### src/rtl/psum_writeback_ctrl.sv
// Read-modify-write sequencer for one PSUM SRAM row per output row: pops OFIFO,
// reads the PSUM word, drives the shared SFP control and writes the SFP result back.
module psum_writeback_ctrl #(
  parameter int unsigned psum_bw = 16,
  parameter int unsigned col     = 8,
  parameter int unsigned addr_bw = 11,
  parameter int unsigned len_bw  = 11
) (
  input  logic                     clk,
  input  logic                     reset,
  input  logic                     start,
  input  logic [1:0]               mode,
  input  logic [addr_bw-1:0]       base_addr,
  input  logic [len_bw-1:0]        num_rows,
  input  logic                     ofifo_valid,
  output logic                     ofifo_rd,
  output logic                     sram_cen,
  output logic                     sram_wen,
  output logic [addr_bw-1:0]       sram_a,
  output logic [col*psum_bw-1:0]   sram_d,
  output logic                     sfp_accum,
  output logic                     sfp_passthrough,
  output logic [1:0]               sfp_actfunc,
  input  logic [col*psum_bw-1:0]   sfp_out,
  output logic                     busy,
  output logic                     done
);

  localparam int unsigned row_bw = col * psum_bw;

  typedef enum logic [2:0] {
    IDLE    = 3'd0,
    ISSUE   = 3'd1,
    CAPTURE = 3'd2,
    WRITE   = 3'd3,
    DONE    = 3'd4
  } state_t;

  state_t               state;
  state_t               state_nxt;
  logic [1:0]           mode_r;
  logic [addr_bw-1:0]   base_r;
  logic [len_bw-1:0]    num_rows_r;
  logic [len_bw-1:0]    cnt;

  logic                 accept_c;
  logic                 needs_fifo_c;
  logic                 issue_go_c;
  logic                 last_row_c;

  assign accept_c     = (state == IDLE) && start;
  assign needs_fifo_c = (mode_r == 2'd0) || (mode_r == 2'd3);
  assign issue_go_c   = !needs_fifo_c || ofifo_valid;
  assign last_row_c   = (cnt == (num_rows_r - len_bw'(1)));

  // State register
  always_ff @(posedge clk) begin
    if (reset) begin
      state <= IDLE;
    end else begin
      state <= state_nxt;
    end
  end

  // Next-state logic
  always_comb begin
    state_nxt = state;
    case (state)
      IDLE: begin
        if (start) begin
          state_nxt = (num_rows == '0) ? DONE : ISSUE;
        end
      end
      ISSUE: begin
        if (issue_go_c) begin
          state_nxt = CAPTURE;
        end
      end
      CAPTURE: state_nxt = WRITE;
      WRITE:   state_nxt = last_row_c ? DONE : ISSUE;
      DONE:    state_nxt = IDLE;
      default: state_nxt = IDLE;
    endcase
  end

  // SRAM strobes and OFIFO pop; the ISSUE stall has to react to ofifo_valid in the same cycle
  always_comb begin
    ofifo_rd = 1'b0;
    sram_cen = 1'b1;
    sram_wen = 1'b1;
    case (state)
      ISSUE: begin
        if (issue_go_c) begin
          sram_cen = 1'b0;
          ofifo_rd = needs_fifo_c;
        end
      end
      WRITE: begin
        sram_cen = 1'b0;
        sram_wen = 1'b0;
      end
      default: begin
        sram_cen = 1'b1;
      end
    endcase
  end

  // Pass context, row counter, address, captured row and SFP control
  always_ff @(posedge clk) begin
    if (reset) begin
      mode_r          <= 2'd0;
      base_r          <= '0;
      num_rows_r      <= '0;
      cnt             <= '0;
      sram_a          <= '0;
      sram_d          <= '0;
      sfp_accum       <= 1'b0;
      sfp_passthrough <= 1'b0;
      sfp_actfunc     <= 2'b00;
      busy            <= 1'b0;
      done            <= 1'b0;
    end else begin
      busy <= (state_nxt != IDLE);
      done <= (state_nxt == DONE);

      if (accept_c) begin
        mode_r          <= mode;
        base_r          <= base_addr;
        num_rows_r      <= num_rows;
        cnt             <= '0;
        sram_a          <= base_addr;
        sfp_accum       <= (mode == 2'd0);
        sfp_passthrough <= (mode == 2'd3);
        sfp_actfunc     <= (mode == 2'd2) ? 2'b01 : 2'b00;
      end

      if (state == CAPTURE) begin
        sram_d <= row_bw'(sfp_out);
      end

      // Address wraps modulo 2^addr_bw by truncation
      if ((state == WRITE) && !last_row_c) begin
        cnt    <= cnt + len_bw'(1);
        sram_a <= base_r + addr_bw'(cnt + len_bw'(1));
      end
    end
  end

endmodule

### config.mk
export PLATFORM = sky130hd
export DESIGN_NAME = psum_writeback_ctrl
export DESIGN_NICKNAME = d
export VERILOG_FILES = /design/src/rtl/psum_writeback_ctrl.sv
export SDC_FILE = /design/constraint.sdc
export NUM_CORES = 1
export LEC_CHECK = 0
export BUFFER_PORTS_ARGS = -buffer_cell sky130_fd_sc_hd__buf_2
export CAP_MARGIN = 20
export CORE_UTILIZATION = 52
export CTS_BUF_LIST = sky130_fd_sc_hd__clkbuf_8 sky130_fd_sc_hd__clkbuf_16
export CTS_CLUSTER_SIZE = 25
export DETAILED_ROUTE_END_ITERATION = 7
export PLACE_DENSITY_LB_ADDON = 0.08
export SYNTH_ARGS = -nofsm -noshare
export SYNTH_HDL_FRONTEND = slang
export SYNTH_SLANG_ARGS = --single-unit
### constraint.sdc
create_clock -name clk -period 6.3 [get_ports clk]
set_clock_uncertainty 0.15 [all_clocks]
set_input_delay 0.63 -clock clk [delete_from_list [all_inputs] [get_ports clk]]
set_output_delay 0.63 -clock clk [all_outputs]
set_load 0.02 [all_outputs]
==> impl_metrics.csv <==
group,metric,value,unit
hold_path,min_from,"sfp_out[100]",
global_routing,grt_antenna_before_repair,2,
finish,nets,1368,
critical_path,crit_start,"num_rows_r[0]",
critical_path,reg2reg_depth,10,
finish,drive_gt1_share,29.5,%
clocking,cts.path.max_buffers,2,
finish,postLayoutCellArea,9550,um^2
finish,layout_commonest_cell,"nand2_1",
timing,clock.fmax,0.311,GHz
placement,place_ws,3.10,ns
power_and_ir_drop,p_clk_share,38.5,%
timing,post-route-period-util,51.0,%
global_routing,first_global_vias,6354,
critical_path,arrival,3.41,ns
route,ant_nets,0,
critical_path,cp_max_fo,44,
job,maxCapViolations,0,
synth,ys_ff_latch,182,
synth,synth_edf_count,0,
global_routing,grt_start_max_net_pins,126,
critical_path,critical_path_class,"flip-flop to flip-flop",
synth,syn_nets,1105,
timing,hold_viol,0,
die,core_area,13900,um^2
hold_path,hold_path_class,"primary input to flip-flop",
clocking,cts-hold-fix-buffers,0,
finish,final_cell_mix,"nand2_1, buf_2, dfxtp_1",
power_and_ir_drop,power_frac_seq,45.7,%
clocking,htreeDepth,4,
die,die_area,14700,um^2
timing,setup_violations,0,
route,first_pass_iters,5,
timing,tns,0,ns
critical_path,crit_end,"cnt[10]",
critical_path,end_kind,"flip-flop",
timing,relSlewSlack,33.3,%
status,outcome,"completed",
synth,avgSynthCellArea,7.91,um^2
die,rows,43,
die,die-height,121,um
die,start_util,53.3,%
route,drt_wl_total,20700,um
power_and_ir_drop,power_density,288,nW/um^2
synth,synth_ff_type,"dfxtp_1",
global_routing,gr-total-overflow,0,
finish,instances_no_fill,1394,
timing,timing.final.ws_setup,3.09,ns
synth,synth.distinct_cells,47,
clocking,cts_buffers,17,
die,chipWidth,121,um
clocking,cts_num_sinks,182,
clocking,insertion_delay,0.42,ns
clocking,path_clk_slew,0.07,ns
global_routing,grt_usage,27.4,%
finish,syn_to_final_growth,28.9,%
critical_path,r2r_start,"num_rows_r[0]",
synth,syn_inst,936,
placement,dp.cells,1359,
placement,placed_cell_area,8930,um^2
synth,synthArstFlopShare,0,%
global_routing,grt_pass1_wl,31800,um
clocking,cts_tree,"done",
clocking,root_buffer,"clkbuf_16",
clocking,cts_setup_buffers,0,
timing,rsz0062_at_grt,"false",
critical_path,crit_path_start_kind,"flip-flop",
route,remaining_drc_errors,0,
synth,synth.cell_area,7400,um^2
synth,synth_warnings,0,
route,drt_iter0_drc,453,
power_and_ir_drop,vdd_drop_max,240,uV
clocking,cts_resized,0,
timing,drv_slew,0,
die,io_pins,304,
finish,fillers,1224,
power_and_ir_drop,swShare,28.1,%
power_and_ir_drop,comb_power_share,15.8,%
placement,io_buffers,302,
placement,place.gp.congestion,0.827,
route,drt-vias-per-instance,5.12,
critical_path,cp.required,6.50,ns
power_and_ir_drop,internal-power,0.00197,W
finish,utilization,68.8,%
timing,tightestPinTransition,1.00,ns
placement,dp_hpwl,14200,um
timing,period_needed,3.21,ns
critical_path,ff2ff_setup_slack,3.09,ns
power_and_ir_drop,leakage,4.16,nW
route,wl_per_cell,14.9,um
power_and_ir_drop,power.net_switching,0.000773,W
synth,synth_seq_area_share,49.2,%
route,vias,7142,
critical_path,r2r-end,"cnt[10]",
-- metal layers --
layer  up-vias  share of wire, %  GRT usage [%]
met5         -                 0              0
met1      3246                42           32.9
met3        42               7.6           9.40
li1       3633                 -              -
met4         0               2.9           10.3
met2       221                48           45.0
-- flip-flops by register name (all words and copies together), names as in the netlist --
register,cells
base_r,11
busy,1
cnt,11
done,1
mode_r,2
num_rows_r,11
sfp_accum,1
sfp_actfunc,1
sfp_passthrough,1
sram_a,11
sram_d,128
state,3
-- power by group through the flow --
| stage | sequential, W | clock, W | combinational (W) |
|---|---|---|---|
| 5_1_grt | 0.00126 | 0.00112 | 0.000476 |
| 4_1_cts | 0.00125 | 0.00107 | 0.000432 |
| 3_3_place_gp | 0.00128 | 0 | 0.000428 |
| 6_report | 0.00125 | 0.00106 | 0.000435 |
| 2_1_floorplan | 0.00133 | 0 | 0.000222 |
| 3_5_place_dp | 0.00128 | 0 | 0.000430 |
-- final cells by class --
class	instances	area, um^2	share of cell area (%)
clock inverters	14	151	1.59
well taps	180	225	2.36
diodes	2	5.00	0.0524
inverters	8	30.0	0.315
repair buffers	309	1580	16.6
multi-input cells	681	3470	36.3
clock buffers	18	439	4.60
flip-flops and latches	182	3640	38.2
-- cell families after synthesis --
group / after synthesis / share of synthesized area [%]
flip-flops: 182 / 49.2
multiplexers: 2 / 0.287
other: 1 / 0.0506
buffers and inverters: 73 / 4.16
AO/OA/AOI/OAI: 209 / 16.3
adder cells (fa/ha/maj): 13 / 2.30
AND/OR/NAND/NOR: 421 / 23.5
XOR/XNOR: 35 / 4.14
-- synthesized netlist by cell type (2+ instances only) --
library cell    n  share of area [%]
a31oi_1         3               0.25
nand2_1       327                 17
xor2_1         12                1.4
o21bai_1        2               0.20
nor2_1         22                1.1
and3_1          3               0.25
inv_1           8               0.41
o21a_1          2               0.20
or3_1           5               0.42
a21o_1          3               0.30
o31ai_1         2               0.20
nand3_1        23                1.6
a211oi_1        3               0.30
xnor2_1        23                2.7
o211ai_1        2               0.20
a21oi_1       173                 12
a311oi_2        8                1.6
ha_1           12                2.0
nor3b_1         2               0.20
o21ai_0         4               0.27
buf_1           2               0.10
nor4_1          5               0.42
nor3_1         12               0.81
clkbuf_1       58                2.9
nand2b_1       10               0.84
or2_2           2               0.17
o41ai_1         2               0.24
nor2b_1         2               0.17
dfxtp_1       182                 49
buf_6           4               0.61
nand4_1         2               0.17
-- per-stage QoR --
step,hold slack (ns),power [W]
after global routing,0.274,0.00286
final,0.287,0.00275
after detailed placement,0.293,0.00171
after global placement,0.289,0.00170
after CTS,0.272,0.00276
after floorplan,0.291,0.00156
-- worst min-delay path by stage --
stage               slack, ns  cells after the start     endpoint
finish                   0.29                      3  sram_d[100]
global route             0.27                      3   sram_d[75]
CTS                      0.27                      3  sram_d[115]
detailed placement       0.29                      2    sram_d[2]
global placement         0.29                      2  sram_d[124]
floorplan                0.29                      2    base_r[0]
-- worst max-delay path, stage by stage (launching register included) --
cell and delay [ns]:
dfxtp_1 0.36, inv_1 0.07, ha_1 0.25, or4b_4 0.53
nor3_1 0.23, xnor2_1 0.15, nand4_1 0.19, o311ai_4 0.30
buf_4 0.45, mux2_2 0.39, nor2_1 0.07
Power figures use the tool's default switching activity.
